===== config.mk =====
export PLATFORM = sky130hd
export DESIGN_NAME = eot_arbiter_flat
export DESIGN_NICKNAME = d
export VERILOG_FILES = /design/src/rtl/eot_arbiter_if.sv /design/src/rtl/eot_arbiter.sv /design/src/flat_wrapper.sv
export SDC_FILE = /design/constraint.sdc
export NUM_CORES = 1
export LEC_CHECK = 0
export ABC_AREA = 0
export BUFFER_PORTS_ARGS = -buffer_cell sky130_fd_sc_hd__buf_2
export CORE_ASPECT_RATIO = 1.4
export CORE_MARGIN = 3
export CORE_UTILIZATION = 42
export CTS_CLUSTER_SIZE = 28
export DETAILED_ROUTE_END_ITERATION = 10
export PLACE_DENSITY = 0.87
export SLEW_MARGIN = 20
export SYNTH_ARGS = -nofsm -noshare
export SYNTH_HDL_FRONTEND = slang
export SYNTH_SLANG_ARGS = --single-unit

===== constraint.sdc =====
create_clock -name clk -period 2.35 [get_ports clk]
set_clock_uncertainty 0.1 [all_clocks]
set_input_delay 0.235 -clock clk [delete_from_list [all_inputs] [get_ports clk]]
set_output_delay 0.235 -clock clk [all_outputs]
set_load 0.1 [all_outputs]

===== src/rtl/eot_arbiter_if.sv =====
// eot_arbiter_if: producer-side and consumer-side stream signals of the eot arbiter.
// The arbiter uses the slave modport; the environment that drives producers and
// the downstream consumer uses the master modport.
interface eot_arbiter_if #(
   parameter int unsigned N      = 4,
   parameter int unsigned W_DATA = 16,
   parameter int unsigned W_SEL  = $clog2(N)
);
   logic [N*W_DATA-1:0] din_data;
   logic [N-1:0]        din_valid;
   logic [N-1:0]        din_ready;
   logic [W_DATA-1:0]   dout_data;
   logic [W_SEL-1:0]    dout_sel;
   logic                dout_valid;
   logic                dout_ready;
   logic                busy;
   logic [15:0]         pkt_cnt;

   modport slave (
      input  din_data, din_valid, dout_ready,
      output din_ready, dout_data, dout_sel, dout_valid, busy, pkt_cnt
   );

   modport master (
      output din_data, din_valid, dout_ready,
      input  din_ready, dout_data, dout_sel, dout_valid, busy, pkt_cnt
   );
endinterface


===== src/rtl/eot_arbiter.sv =====
// eot_arbiter: merges N producer streams into one, keeping every transaction
// contiguous. A granted channel owns the output until its eot beat handshakes;
// one IDLE cycle then re-arbitrates. Round-robin by default; defining
// EOT_ARB_FIXED_PRIO_EN selects lowest-index-wins priority instead.
module eot_arbiter #(
   parameter int unsigned N      = 4,
   parameter int unsigned W_DATA = 16,
   parameter int unsigned W_SEL  = $clog2(N)
) (
   input  logic         clk,
   input  logic         rst,
   eot_arbiter_if.slave bus
);
   localparam int unsigned W_CNT = 16;

   typedef enum logic [0:0] {
      ST_IDLE   = 1'b0,
      ST_LOCKED = 1'b1
   } state_t;

   state_t            r_state;
   state_t            w_state_nx;
   logic [W_SEL-1:0]  r_grant;
   logic [W_SEL-1:0]  w_grant_nx;
   logic [W_SEL-1:0]  r_last;
   logic [W_SEL-1:0]  w_last_nx;
   logic [W_SEL-1:0]  w_winner;
   logic [W_CNT-1:0]  r_pkt_cnt;
   logic [W_CNT-1:0]  w_pkt_cnt_nx;
   logic [N-1:0]      w_din_ready;
   logic              w_dout_valid;
   logic [W_DATA-1:0] w_ch_data [N];
   logic [W_DATA-1:0] w_beat;
   logic              w_beat_valid;

   // Split the flat input bus into per-channel beats
   always_comb begin
      for (int i = 0; i < int'(N); i++) begin
         w_ch_data[i] = bus.din_data[i*W_DATA +: W_DATA];
      end
   end

   assign w_beat       = w_ch_data[r_grant];
   assign w_beat_valid = bus.din_valid[r_grant];

`ifdef EOT_ARB_FIXED_PRIO_EN
   // Lowest-indexed requester wins
   always_comb begin
      w_winner = r_last;
      for (int i = int'(N) - 1; i >= 0; i--) begin
         if (bus.din_valid[i]) w_winner = W_SEL'(i);
      end
   end
`else
   logic [W_SEL-1:0] w_idx;

   // First requester after the previous owner, with wrap-around
   always_comb begin
      w_winner = r_last;
      w_idx    = '0;
      for (int k = int'(N); k >= 1; k--) begin
         w_idx = W_SEL'((int'(r_last) + k) % int'(N));
         if (bus.din_valid[w_idx]) w_winner = w_idx;
      end
   end
`endif

   // Next-state and handshake steering
   always_comb begin
      w_state_nx   = r_state;
      w_grant_nx   = r_grant;
      w_last_nx    = r_last;
      w_pkt_cnt_nx = r_pkt_cnt;
      w_din_ready  = '0;
      w_dout_valid = 1'b0;
      case (r_state)
         ST_IDLE: begin
            if (|bus.din_valid) begin
               w_grant_nx = w_winner;
               w_state_nx = ST_LOCKED;
            end
         end
         ST_LOCKED: begin
            w_dout_valid         = w_beat_valid;
            w_din_ready[r_grant] = bus.dout_ready;
            if (w_beat_valid && bus.dout_ready && w_beat[W_DATA-1]) begin
               w_last_nx    = r_grant;
               w_pkt_cnt_nx = r_pkt_cnt + W_CNT'(1);
               w_state_nx   = ST_IDLE;
            end
         end
         default: w_state_nx = ST_IDLE;
      endcase
   end

   // State registers; reset points last at N-1 so channel 0 wins first
   always_ff @(posedge clk) begin
      if (rst) begin
         r_state   <= ST_IDLE;
         r_grant   <= '0;
         r_last    <= W_SEL'(N - 1);
         r_pkt_cnt <= '0;
      end else begin
         r_state   <= w_state_nx;
         r_grant   <= w_grant_nx;
         r_last    <= w_last_nx;
         r_pkt_cnt <= w_pkt_cnt_nx;
      end
   end

   assign bus.din_ready  = w_din_ready;
   assign bus.dout_data  = w_beat;
   assign bus.dout_sel   = r_grant;
   assign bus.dout_valid = w_dout_valid;
   assign bus.busy       = (r_state == ST_LOCKED);
   assign bus.pkt_cnt    = r_pkt_cnt;
endmodule


===== src/flat_wrapper.sv =====
// flat-port wrapper written by rule: the top's interface ports become plain ports
module eot_arbiter_flat 
#(
   parameter int unsigned N      = 4,
   parameter int unsigned W_DATA = 16,
   parameter int unsigned W_SEL  = $clog2(N)
)
  (clk, rst, bus_din_data, bus_din_valid, bus_dout_ready, bus_din_ready, bus_dout_data, bus_dout_sel, bus_dout_valid, bus_busy, bus_pkt_cnt);
  eot_arbiter_if #(.N(N), .W_DATA(W_DATA), .W_SEL(W_SEL)) bus_i ();
  input  logic clk;
  input  logic rst;
  input wire logic [$bits(bus_i.din_data)-1:0] bus_din_data;
  input wire logic [$bits(bus_i.din_valid)-1:0] bus_din_valid;
  input wire logic [$bits(bus_i.dout_ready)-1:0] bus_dout_ready;
  output wire logic [$bits(bus_i.din_ready)-1:0] bus_din_ready;
  output wire logic [$bits(bus_i.dout_data)-1:0] bus_dout_data;
  output wire logic [$bits(bus_i.dout_sel)-1:0] bus_dout_sel;
  output wire logic [$bits(bus_i.dout_valid)-1:0] bus_dout_valid;
  output wire logic [$bits(bus_i.busy)-1:0] bus_busy;
  output wire logic [$bits(bus_i.pkt_cnt)-1:0] bus_pkt_cnt;
  assign bus_i.din_data = bus_din_data;
  assign bus_i.din_valid = bus_din_valid;
  assign bus_i.dout_ready = bus_dout_ready;
  assign bus_din_ready = bus_i.din_ready;
  assign bus_dout_data = bus_i.dout_data;
  assign bus_dout_sel = bus_i.dout_sel;
  assign bus_dout_valid = bus_i.dout_valid;
  assign bus_busy = bus_i.busy;
  assign bus_pkt_cnt = bus_i.pkt_cnt;
  eot_arbiter #(.N(N), .W_DATA(W_DATA), .W_SEL(W_SEL)) u_core (.clk(clk), .rst(rst), .bus(bus_i));
endmodule

==> summary.txt <==
f_max -> 447 MHz
Final Instance Area -> 2330 µm²
placed inst area -> 2280 µm²
Compound-Gate Fraction of Synth Area -> 0.142
Max H-tree Level -> 1
Sw Pwr -> 0.000641 W
antenna violations before repair -> 0
via count -> 1865
PwrDens -> 554 nW/µm²
Total Power -> 0.00129 W
Multi-input gate area -> 1180 µm²
clock sink count -> 21
total die area -> 4770 µm²
root buf cell -> clkbuf_8
Netlist cell types -> 43
IO Port Bufs -> 110
buffers inserted by post-CTS timing repair -> 0
Post-Syn Nets -> 238
GR Util All Layers -> 0.227
FF+latch count, synth -> 21
Hold WS -> 0.303 ns
sequential cell area fraction in the yosys report -> 0.252
CP arrival -> 1.90 ns
Antenna Nets Post-Route -> 0
Filler Cells Inserted -> 330
RSZ-0062 raised after global routing -> no
mux share of post-synthesis cell area -> 0.287
die extent in x -> 59.3 µm
switching portion of total power -> 0.497
CP Class -> flip-flop to output port
TritonCTS clock tree -> done
layout cells sized above 1 -> 0.570
average vias per placed instance -> 5.98
fin crit period -> 2.24 ns
Clk network pwr share -> 0.192
# IOs -> 111
Fin Setup TNS -> 0 ns
status -> completed
Simple-Gate Fraction of Synth Area -> 0.249
Synth Area in XOR/XNOR -> 0
yosys warns -> 0
Adder-Cell Fraction of Synth Area -> 0.00750
TritonCTS Buffers -> 3
Area growth syn-to-layout -> 39.6%
Peak VDD IR -> 0.601 mV
combinational power share -> 0.504
Slew HR -> 0.667
# DRC -> 0
Setup crit end kind -> output port
syn_area_per_cell -> 10.0 µm²
Post-Syn Instances -> 166
period utilization -> 0.953
Startpoint Class -> flip-flop
FFs w/ async S/R, synth -> 0
largest net degree at the start of global routing -> 27
DRT iter0 DRCs -> 72
n_diodes -> 0
hold_buf cts -> 0
register area -> 435 µm²
die height -> 80.6 µm
final wirelength -> 5.51 mm
grt ovf -> 0
Fin. Hold Viols -> 0
CTS clk-pin slew, worst paths -> 0.08 ns
Nets -> 343
Post-synth EDFFs -> 0
Reg power frac -> 0.305
global-route wire length before repair -> 8.30 mm
Skew-Pair Late Insertion Delay -> 0.27 ns
Most used DFF post-synth -> dfxtp_1
DP HPWL -> 4.40 mm
Slew Viols, Final -> 0
Max-Cap Viols -> 0
gpl congestion -> 0.881
TritonRoute pass-1 iters -> 4
worst-path fanout max -> 26
row cnt -> 26
Internal -> 0.000649 W
vias in the first global route -> 1777
actual slew at the worst max-slew pin -> 0.486 ns
area of the mapped netlist -> 1670 µm²
HP Class -> input pin to flip-flop
Lkg Pwr -> 1.03 nW
total core area -> 3740 µm²
clk buf depth -> 2
largest family of logic cells by synthesized area -> multiplexers
Final setup viols -> 0
Initial Utilization -> 0.446
WL per Instance -> 17.7 µm
Req. time, crit path -> 2.02 ns
[path summary, 6_finish.rpt]
check	slack, ns	to	cells past startpoint	startpoint
worst max register to register	0.22	u_core.r_last[0]$_SDFFE_PP1P_	5	u_core.bus.dout_sel[1]$_SDFFE_PP0P_
worst min register to register	0.41	u_core.bus.pkt_cnt[0]$_SDFFE_PP0P_	2	u_core.bus.pkt_cnt[0]$_SDFFE_PP0P_
worst max-delay path	0.11	bus_dout_valid	4	u_core.bus.dout_sel[1]$_SDFFE_PP0P_
worst min-delay path	0.30	u_core.bus.pkt_cnt[4]$_SDFFE_PP0P_	2	rst
[area by class of cell]
| class | instances | area share |
|---|---|---|
| Clock buffer | 3 | 0.0177 |
| Inverter | 6 | 0.00967 |
| Sequential cell | 21 | 0.187 |
| Timing Repair Buffer | 113 | 0.253 |
| Tap cell | 42 | 0.0226 |
| Clock inverter | 1 | 0.00215 |
| Multi-Input combinational cell | 126 | 0.508 |
[sequential cells by signal, summed over array words and instances (netlist names)]
| name | flops |
|---|---|
| u_core.bus.busy | 1 |
| u_core.bus.dout_sel | 2 |
| u_core.bus.pkt_cnt | 16 |
| u_core.r_last | 2 |
[critical path, stage by stage, from the launching register on]
cell and delay, ns:
dfxtp_4 0.56, mux2i_1 0.15, mux2_4 0.43, nor2_4 0.15
clkbuf_4 0.33
[power by group through the flow]
stage	sequential, W	combinational, W	clock [W]
after floorplan	0.000419	0.000503	0
after detailed placement	0.000401	0.000651	0
after CTS	0.000393	0.000652	0.000248
after global placement	0.000400	0.000644	0
final	0.000393	0.000650	0.000247
after global routing	0.000396	0.000677	0.000264
[what timing repair did]
item,CTS,global route
gates resized for setup,0,1
hold endpoints to repair,0,0
endpoints found under the setup margin,0,1
[routing by layer]
layer | routed length, µm | vias up | track usage | part of all wire
li1 | - | 873 | - | -
met1 | 1960 | 880 | 0.247 | 0.36
met2 | 2730 | 104 | 0.410 | 0.50
met3 | 752 | 8 | 0.0772 | 0.14
met4 | 65 | 0 | 0.0499 | 0.012
met5 | 0 | - | 0 | 0
[cell families (layout without fill, tap and decap cells)]
group                      after synthesis  after routing
AOI/OAI and AO/OA                       35             35
adders and majority gates                1              1
buffers and inverters                   19            123
DFF                                     21             21
muxes                                   28             28
and+or+nand+nor                         62             62
[stage by stage]
stage / util / std cells / setup slack [ns]
after floorplan: - / 166 / 0.0184
after global placement: 0.609 / 308 / 0.315
after detailed placement: 0.609 / 308 / 0.214
after CTS: 0.622 / 312 / 0.0193
after global routing: 0.622 / 312 / 0.0243
final: 0.622 / 312 / 0.112
[layout by cell type (no fill, tap or decap), types with 3 or more instances in the layout]
master,instances
mux2i_1,6
nand2_1,4
nor2_4,3
clkbuf_8,3
o31ai_1,6
and4_1,3
dfxtp_2,6
buf_2,109
nor4_4,3
mux2_1,5
or4_1,6
nor2b_1,5
mux4_2,15
nand3_1,6
nor4_2,3
nand4_1,8
o21ai_0,3
nor2_1,10
dfxtp_1,13
a21oi_1,11
inv_1,6
[synth_stat cells (4+ instances only)]
library cell   n  area [µm²]
a21oi_1       11        55.1
nor2b_1        5        31.3
dfxtp_1       21         420
nand2_1        4        15.0
mux2i_1        7        70.1
inv_1          6        22.5
clkbuf_1       5        18.8
nand3_1        6        30.0
or4_1          6        45.0
mux2_1         5        56.3
mux4_2        15         338
o31ai_1        6        45.0
nand4_1        8        50.1
nor2_1        15        56.3
Note: power is estimated with default switching activity, not from simulation.
